==> config.mk <==
export PLATFORM = sky130hd
export DESIGN_NAME = hd44780_bus_writer
export DESIGN_NICKNAME = d
export VERILOG_FILES = /design/src/rtl/hd44780_bus_writer_pkg.sv /design/src/rtl/hd44780_bus_writer.sv
export SDC_FILE = /design/constraint.sdc
export NUM_CORES = 1
export LEC_CHECK = 0
export CAP_MARGIN = 15
export CORE_MARGIN = 5
export CORE_UTILIZATION = 34
export DETAILED_ROUTE_END_ITERATION = 12
export SETUP_SLACK_MARGIN = 0.05
export SYNTH_ARGS = -nofsm -noshare
export SYNTH_HDL_FRONTEND = slang
export SYNTH_SLANG_ARGS = --single-unit
export TNS_END_PERCENT = 30
==> constraint.sdc <==
create_clock -name clk -period 1.9 [get_ports clk]
set_input_delay 0.38 -clock clk [delete_from_list [all_inputs] [get_ports clk]]
set_output_delay 0.38 -clock clk [all_outputs]
set_load 0.01 [all_outputs]
==> src/rtl/hd44780_bus_writer_pkg.sv <==
// Shared definitions for the HD44780 bus writer: FSM states, default timings, command codes.
package hd44780_bus_writer_pkg;

    typedef enum logic [2:0] {
        IDLE   = 3'd0,
        SETUP  = 3'd1,
        E_HIGH = 3'd2,
        HOLD   = 3'd3,
        EXEC   = 3'd4
    } state_t;

    localparam int DEF_T_AS        = 2;
    localparam int DEF_T_PW        = 2;
    localparam int DEF_T_H         = 2;
    localparam int DEF_T_EXEC      = 40;
    localparam int DEF_T_EXEC_LONG = 1600;

    localparam logic [7:0] CMD_CLEAR = 8'h01;
    localparam logic [7:0] CMD_HOME  = 8'h02;

    function automatic int max5(input int a, input int b, input int c, input int d, input int e);
        int m;
        m = a;
        if (b > m) m = b;
        if (c > m) m = c;
        if (d > m) m = d;
        if (e > m) m = e;
        return m;
    endfunction

endpackage

==> src/rtl/hd44780_bus_writer.sv <==
// Turns one accepted instruction/data byte into a timed HD44780 write cycle,
// then holds off for the command execution time. Timing is counted in timebase ticks.
module hd44780_bus_writer
    import hd44780_bus_writer_pkg::*;
#(
    parameter int FOUR_BIT    = 0,
    parameter int T_AS        = DEF_T_AS,
    parameter int T_PW        = DEF_T_PW,
    parameter int T_H         = DEF_T_H,
    parameter int T_EXEC      = DEF_T_EXEC,
    parameter int T_EXEC_LONG = DEF_T_EXEC_LONG,
    localparam int DBW        = (FOUR_BIT != 0) ? 4 : 8
) (
    input  logic           clk,
    input  logic           rst,
    input  logic           tick,
    input  logic           in_valid,
    input  logic           in_rs,
    input  logic [7:0]     in_data,
    output logic           in_ready,
    output logic           busy,
    output logic           lcd_rs,
    output logic           lcd_rw,
    output logic           lcd_e,
    output logic [DBW-1:0] lcd_db
);

    localparam int TMAX = max5(T_EXEC_LONG, T_EXEC, T_AS, T_PW, T_H);
    localparam int CW   = $clog2(TMAX + 1);

    state_t         state, state_n;
    logic [CW-1:0]  cnt, cnt_n, last;
    logic           nib, nib_n;
    logic           rs_q, rs_n;
    logic [7:0]     data_q, data_n;
    logic           e_n, rdy_n, busy_n, lrs_n;
    logic [DBW-1:0] db_n;
    logic [7:0]     hi_sel, lo_sel;
    logic           done, long_exec;

    // clear (0x01) and home (0x02/0x03) need the long execution wait
    assign long_exec = !rs_q && (data_q == CMD_CLEAR || data_q[7:1] == CMD_HOME[7:1]);

    assign hi_sel = (FOUR_BIT != 0) ? {4'b0, in_data[7:4]} : in_data;
    assign lo_sel = {4'b0, data_q[3:0]};
    assign lcd_rw = 1'b0;

    always_comb begin
        last = '0;
        case (state)
            SETUP:   last = CW'(T_AS - 1);
            E_HIGH:  last = CW'(T_PW - 1);
            HOLD:    last = CW'(T_H - 1);
            EXEC:    last = long_exec ? CW'(T_EXEC_LONG - 1) : CW'(T_EXEC - 1);
            default: last = '0;
        endcase
    end

    assign done = tick && (cnt == last);

    always_comb begin
        state_n = state;
        cnt_n   = tick ? cnt + CW'(1) : cnt;
        nib_n   = nib;
        rs_n    = rs_q;
        data_n  = data_q;
        lrs_n   = lcd_rs;
        db_n    = lcd_db;
        case (state)
            IDLE: begin
                cnt_n = '0;
                if (in_valid && in_ready) begin
                    state_n = SETUP;
                    nib_n   = 1'b0;
                    rs_n    = in_rs;
                    data_n  = in_data;
                    lrs_n   = in_rs;
                    db_n    = hi_sel[DBW-1:0];
                end
            end
            SETUP:  if (done) state_n = E_HIGH;
            E_HIGH: if (done) state_n = HOLD;
            HOLD: begin
                if (done) begin
                    if (FOUR_BIT != 0 && !nib) begin
                        state_n = SETUP;
                        nib_n   = 1'b1;
                        db_n    = lo_sel[DBW-1:0];
                    end else begin
                        state_n = EXEC;
                    end
                end
            end
            EXEC:    if (done) state_n = IDLE;
            default: state_n = IDLE;
        endcase
        // every state entry restarts the tick count
        if (state_n != state) cnt_n = '0;
        e_n    = (state_n == E_HIGH);
        rdy_n  = (state_n == IDLE);
        busy_n = (state_n != IDLE);
    end

    always_ff @(posedge clk or negedge rst) begin
        if (!rst) begin
            state    <= IDLE;
            cnt      <= '0;
            nib      <= 1'b0;
            rs_q     <= 1'b0;
            data_q   <= '0;
            in_ready <= 1'b0;
            busy     <= 1'b0;
            lcd_rs   <= 1'b0;
            lcd_e    <= 1'b0;
            lcd_db   <= '0;
        end else begin
            state    <= state_n;
            cnt      <= cnt_n;
            nib      <= nib_n;
            rs_q     <= rs_n;
            data_q   <= data_n;
            in_ready <= rdy_n;
            busy     <= busy_n;
            lcd_rs   <= lrs_n;
            lcd_e    <= e_n;
            lcd_db   <= db_n;
        end
    end

    always_ff @(posedge clk) begin
        assert (T_AS > 0 && T_PW > 0 && T_H > 0 && T_EXEC > 0 && T_EXEC_LONG > 0);
    end

endmodule

==> impl_metrics.toml, run 1 <==
[final_layout]
finalNetCount = 167
seq_area_um2 = 651.9
areaGrowthSynthToFinish_pct = 41.78
multi_input_area_um2 = 643.1
layout-drive-gt1-share_pct = 30.26
diodes = 0
stdcell_area_um2 = 1792
fillers = 344

[timing]
report.final.hold_viol_count = 0
setup_viol = 4
finClkSkew_ps = 0.7861
max_freq_ghz = 0.5077
finalCritPeriodShare_pct = 103.7
setup_tns_ps = -142.5
grt_setup_unrepaired = "true"
slew_violations = 0
finalCriticalPeriod_ps = 1970
setup_ws_ps = -69.76

[detailed_routing]
ant_nets = 0
post-route-drc-count = 0
vias = 965
detail_route.iter0.violations = 19
wl_per_cell_um = 13.93
viasPerCell = 4.825
routed_wl_mm = 2.785
drt_first_pass_iters = 4

[synth]
yosys_register_bits = 26
ys_async_sr_fraction_pct = 100.0
ys.flop_type = "dfrtp_1"
synth_commonest_cells = "dfrtp_1, nor2_1, mux2_2"
synth-edff-count = 0
syn_avg_cell_area_um2 = 11.38
yosysMostFrequentCell = "dfrtp_1"
syn_nets = 125
synth-seq-area-share_pct = 51.49
yosysUniqueCellTypes = 35
yosys-top-cells-area = "dfrtp_1, mux2_2, xor2_1, nor2_1, xnor2_1"
syn_inst = 111
yosysTopAreaCell = "dfrtp_1"
yosysWarnings = 0
syn_area_um2 = 1264
synth_top_cell_area_share_pct = 51.49

[global_route]
grt_pass1_wl_mm = 4.629
grt_pass1_vias = 999
grtUsageTotal_pct = 11.46
antenna_found_initial = 0
grt_max_degree = 27
grt_overflow = 0

[power]
p_sw_share_pct = 34.72
clkPwrFrac_pct = 14.1
combPwrFrac_pct = 51.2
p_int_mw = 1.623
power.total_mw = 2.486
power.switching_mw = 0.8632
leakage_nw = 0.7663
p_per_area_nw_per_um2 = 1388
seq_power_share_pct = 34.7
peakVddDrop_mv = 0.4686

[place]
place_hpwl_mm = 1.955
gp_congestion = 0.7432
io_buffers = 24
dpl_cell_area_um2 = 1652

[floorplan]
std_cell_rows = 22
die_h_um = 70.97
die_w_um = 70.97
dieArea_um2 = 5036
io_pins = 26
core_area_um2 = 3633
initial_utilization_pct = 34.78

[worst_setup_path]
arrival_ps = 2170
cp-startpoint = "state[1]"
crit_type = "register to register"
start_kind = "register"
critPathMaxFanout = 6
cp-end-kind = "register"
worst_ep_required_time_ps = 2100
r2r-start = "state[1]"

[outcome]
status = "complete, but fails checks"
violations = "setup timing"

[clock_network]
cts_num_sinks = 26
hold_buffers = 0
cts.clk_slew.worst_paths_ps = 80
cts_buffers = 3
cts_tree = "yes"
cts_root_buf = "clkbuf_8"
h-tree-depth = 1
cts_max_path_buffers = 2
clock_latency_ps = 260

[min_path]
hold_class = "primary input to asynchronous set/reset pin"

[run]
drv_cap = 0
[final cells by class]
class                      count  area share (%)
sequential                    26           36.38
multi-input combinational     79           35.89
timing repair buffer          42           21.09
tap                           48           3.352
clock buffer                   4           3.073
inverter                       1          0.2095
[final timing paths]
kind | end | slack (ps) | cells past startpoint
min in group clk | data_q[7] | 540 | 1
hold reg to reg | data_q[7] | 540 | 1
setup / recovery | lcd_e | -70 | 6
max in group asynchronous | state[0] | 1150 | 2
hold / removal | cnt[8] | 470 | 2
setup reg to reg | lcd_e | -70 | 6
[sequential cells by signal, indices dropped and copies added, names as in the netlist]
name      flops
state         3
in_ready      1
lcd_e         1
rs_q          1
busy          1
cnt          11
data_q        8
[metrics by stage]
stage	setup slack [ps]	hold slack (ps)	util (%)	instances
after floorplan	-58.58	84.41	-	111
after global placement	-452.4	521.2	45.45	194
after detailed placement	-514.4	526.3	45.45	194
after CTS	-68.48	487.6	47.59	198
after global routing	-130.9	511.6	49.31	200
final	-69.76	473.9	49.31	200
[cells by family (layout without fill, tap and decap cells)]
family | count (synthesis) | in the layout | synth area share (%)
AO/OA/AOI/OAI | 11 | 11 | 6.239
multiplexers | 12 | 12 | 10.40
buffers and inverters | 6 | 47 | 2.871
AND/OR/NAND/NOR | 42 | 42 | 18.32
other | 1 | 1 | 0.2967
adder cells (fa/ha/maj) | 1 | 1 | 0.9899
XOR/XNOR | 12 | 12 | 9.406
flip-flops | 26 | 26 | 51.48
[timing repair]
action / in CTS / in global routing
endpoints found under the setup margin: 17 / 17
cloned: 0 / 0
pin swaps: 4 / 4
buffers inserted: 0 / 2
gates resized for setup: 7 / 10
[routing by layer]
layer | GRT usage [%] | vias to the layer above | share of wire [%]
met3 | 2.415 | 4 | 6.6
met1 | 14.46 | 464 | 44
met5 | 0 | - | 0
met2 | 19.16 | 28 | 48
met4 | 4.384 | 0 | 1.4
li1 | - | 469 | -
[cells in the final DEF (no fill, tap or decap), types with 2 or more instances in the layout]
cell             count
nor2_1              15
xor2_1               7
or4_4                2
a21oi_2              2
nand2_1              3
nand4_1              3
o21ai_0              3
buf_4               17
mux2i_1              2
nand2b_1             2
mux2_2               9
nor4_1               2
clkdlybuf4s50_1     23
dfrtp_1             25
clkbuf_8             4
nand3_1              6
xnor2_1              4
[power by group through the flow]
stage	combinational, mW	sequential (mW)	clock [mW]
4_1_cts	1.15	0.866	0.364
3_5_place_dp	1.09	0.877	0
5_1_grt	1.36	0.891	0.397
2_1_floorplan	0.549	0.918	0
6_report	1.27	0.863	0.350
3_3_place_gp	1.07	0.867	0
[critical path, cell delays in order, from the launching register on]
cell and delay [ps]:
dfrtp_1 430, nor3b_4 240, buf_6 150, nand4_1 150
a211o_4 400, or4_4 420, a21oi_2 130
No activity file was read; power rests on OpenSTA's default activity.
==> run 2, diff against run 1 <==
--- a/config.mk
+++ b/config.mk
@@ -7,8 +7,10 @@
 export LEC_CHECK = 0
 export CAP_MARGIN = 15
 export CORE_MARGIN = 5
-export CORE_UTILIZATION = 34
+export CORE_UTILIZATION = 50
 export DETAILED_ROUTE_END_ITERATION = 12
+export MAX_ROUTING_LAYER = met4
+export PLACE_DENSITY = 0.78
 export SETUP_SLACK_MARGIN = 0.05
 export SYNTH_ARGS = -nofsm -noshare
 export SYNTH_HDL_FRONTEND = slang
==> constraint.sdc (replaced) <==
create_clock -name clk -period 2.1 [get_ports clk]
set_input_delay 0.42 -clock clk [delete_from_list [all_inputs] [get_ports clk]]
set_output_delay 0.42 -clock clk [all_outputs]
set_load 0.01 [all_outputs]
==> run 2 against run 1 <==
Compared with the run above:
- the run now ends clean
- critical endpoint unchanged
- wire length up 1.7%
- register-to-register slack improved by 140 ps
- largest cell class unchanged
- sequential power is 8.9% lower
- maximum frequency decreased by 3.0%
- global-route usage is 6.5 points higher
- combinational power is 20% lower
- core utilization increased by 19 points
- non-clock buffer count is 7 lower
==> impl_metrics.toml, run 2 (synthesis results as in run 1) <==
[outcome]
status = "finished clean"

[clock_network]
cts_num_sinks = 26
cts.clk_slew.worst_paths_ps = 140
h-tree-depth = 1
cts_buffers = 3
cts_tree = "yes"
clock_latency_ps = 320
hold_buffers = 0
cts_max_path_buffers = 2
cts_root_buf = "clkbuf_4"

[timing]
slew_headroom_pct = 60.75
report.final.hold_viol_count = 0
setup_tns_ps = 0
tightest_slew_ps = 585.7
grt_setup_unrepaired = "false"
finalCriticalPeriod_ps = 2030
finClkSkew_ps = 7.015
slew_violations = 0
max_freq_ghz = 0.4926
setup_ws_ps = 70.14
setup_viol = 0
finalCritPeriodShare_pct = 96.66

[place]
gp_congestion = 0.8432
io_buffers = 24
dp_slack_ps = -312.8
place_hpwl_mm = 1.965

[global_route]
grt_overflow = 0
grt_pass1_vias = 986
grt_max_degree = 27
antenna_found_initial = 0
grt_pass1_wl_mm = 4.726
met3_usage_pct = 3.240
use_met2_pct = 27.78
globalRouteMet1Util_pct = 22.99
busiest_layer = "met2"
grtUsageTotal_pct = 17.95

[detailed_routing]
wl_per_cell_um = 16.18
vias = 986
routed_wl_mm = 2.831
detail_route.iter0.violations = 30
drt_first_pass_iters = 4
post-route-drc-count = 0
viasPerCell = 5.634
ant_nets = 0

[worst_setup_path]
crit_type = "register to register"
start_kind = "register"
arrival_ps = 2280
cp-end-kind = "register"
critical_path.max_stage_delay_ps = 570
cp_slowest_cell = "or4_1"
crit_family = "simple AND/OR/NAND/NOR gates"
crit_buf_inv = 0
critPathMaxFanout = 6
worst_ep_required_time_ps = 2350
cp_cell_sequence = "or4_1, a211o_4, or4_1, a21oi_1"
cp_common_cell = "or4_1"

[power]
p_per_area_nw_per_um2 = 1279
peakVddDrop_mv = 0.9196
leakage_nw = 0.7257

[final_layout]
top_regs = "cnt (11), data_q (8), state (3)"
fillers = 173
multi_input_area_um2 = 606.8
largest_register_ffs = 11
areaGrowthSynthToFinish_pct = 32.87
finalNetCount = 160
layout_commonest_cell = "dfrtp_1"
final_cell_mix = "dfrtp_1, clkdlybuf4s50_1, nor2_1, buf_4, mux2_2"
diodes = 0
layout-drive-gt1-share_pct = 22.76
largest_register = "cnt"
seq_area_um2 = 651.9

[min_path]
hold_class = "primary input to asynchronous set/reset pin"

[floorplan]
initial_utilization_pct = 51.48
dieArea_um2 = 3633
die_w_um = 60.28
die_h_um = 60.28
std_cell_rows = 18
io_pins = 26
core_area_um2 = 2455

[run]
drv_cap = 0
-- run 2: per-layer routing --
layer	routed length (µm)	vias to the layer above	part of all wire [%]
met4	37	0	1.3
met3	201	4	7.1
met5	0	-	0
li1	-	464	-
met1	1194	485	42
met2	1399	33	49
-- run 2: worst paths after layout --
path	start	end	slack [ps]	depth (start not counted)
min in group clk	rs_q	rs_q	550	1
min	rst	cnt[2]	450	2
max reg2reg	cnt[2]	lcd_e	70	4
max in group asynchronous	rst	state[1]	1380	2
max	cnt[2]	lcd_e	70	4
min reg2reg	rs_q	rs_q	550	1
-- run 2: final cells by class --
class | instances | share of cell area, %
flip-flops and latches | 26 | 38.82
repair buffers | 35 | 19.45
well taps | 30 | 2.235
inverters | 1 | 0.2235
clock buffers | 3 | 1.341
multi-input cells | 79 | 36.14
clock inverters | 1 | 1.788
-- run 2: where the power goes --
group	internal [mW]	leakage [nW]	switching (mW)
logic	0.572	0.364	0.449
clock network	0.193	0.0279	0.148
registers	0.657	0.334	0.129
total	1.42	0.726	0.726
-- run 2: timing repair --
action	CTS	global route
endpoints found under the setup margin	3	16
resized for setup	1	7
pin swaps	0	1
setup buffers	0	1
-- run 2: through the flow --
step	instances	area (µm²)	utilization, %	hold slack [ps]	power, mW
final	175	1679	68.40	452.0	2.148
after global routing	175	1679	68.40	471.6	2.292
after CTS	174	1642	66.87	454.0	2.106
after detailed placement	170	1584	64.53	522.0	1.752
after global placement	170	1584	64.53	513.6	1.713
after floorplan	111	1264	-	124.4	1.314
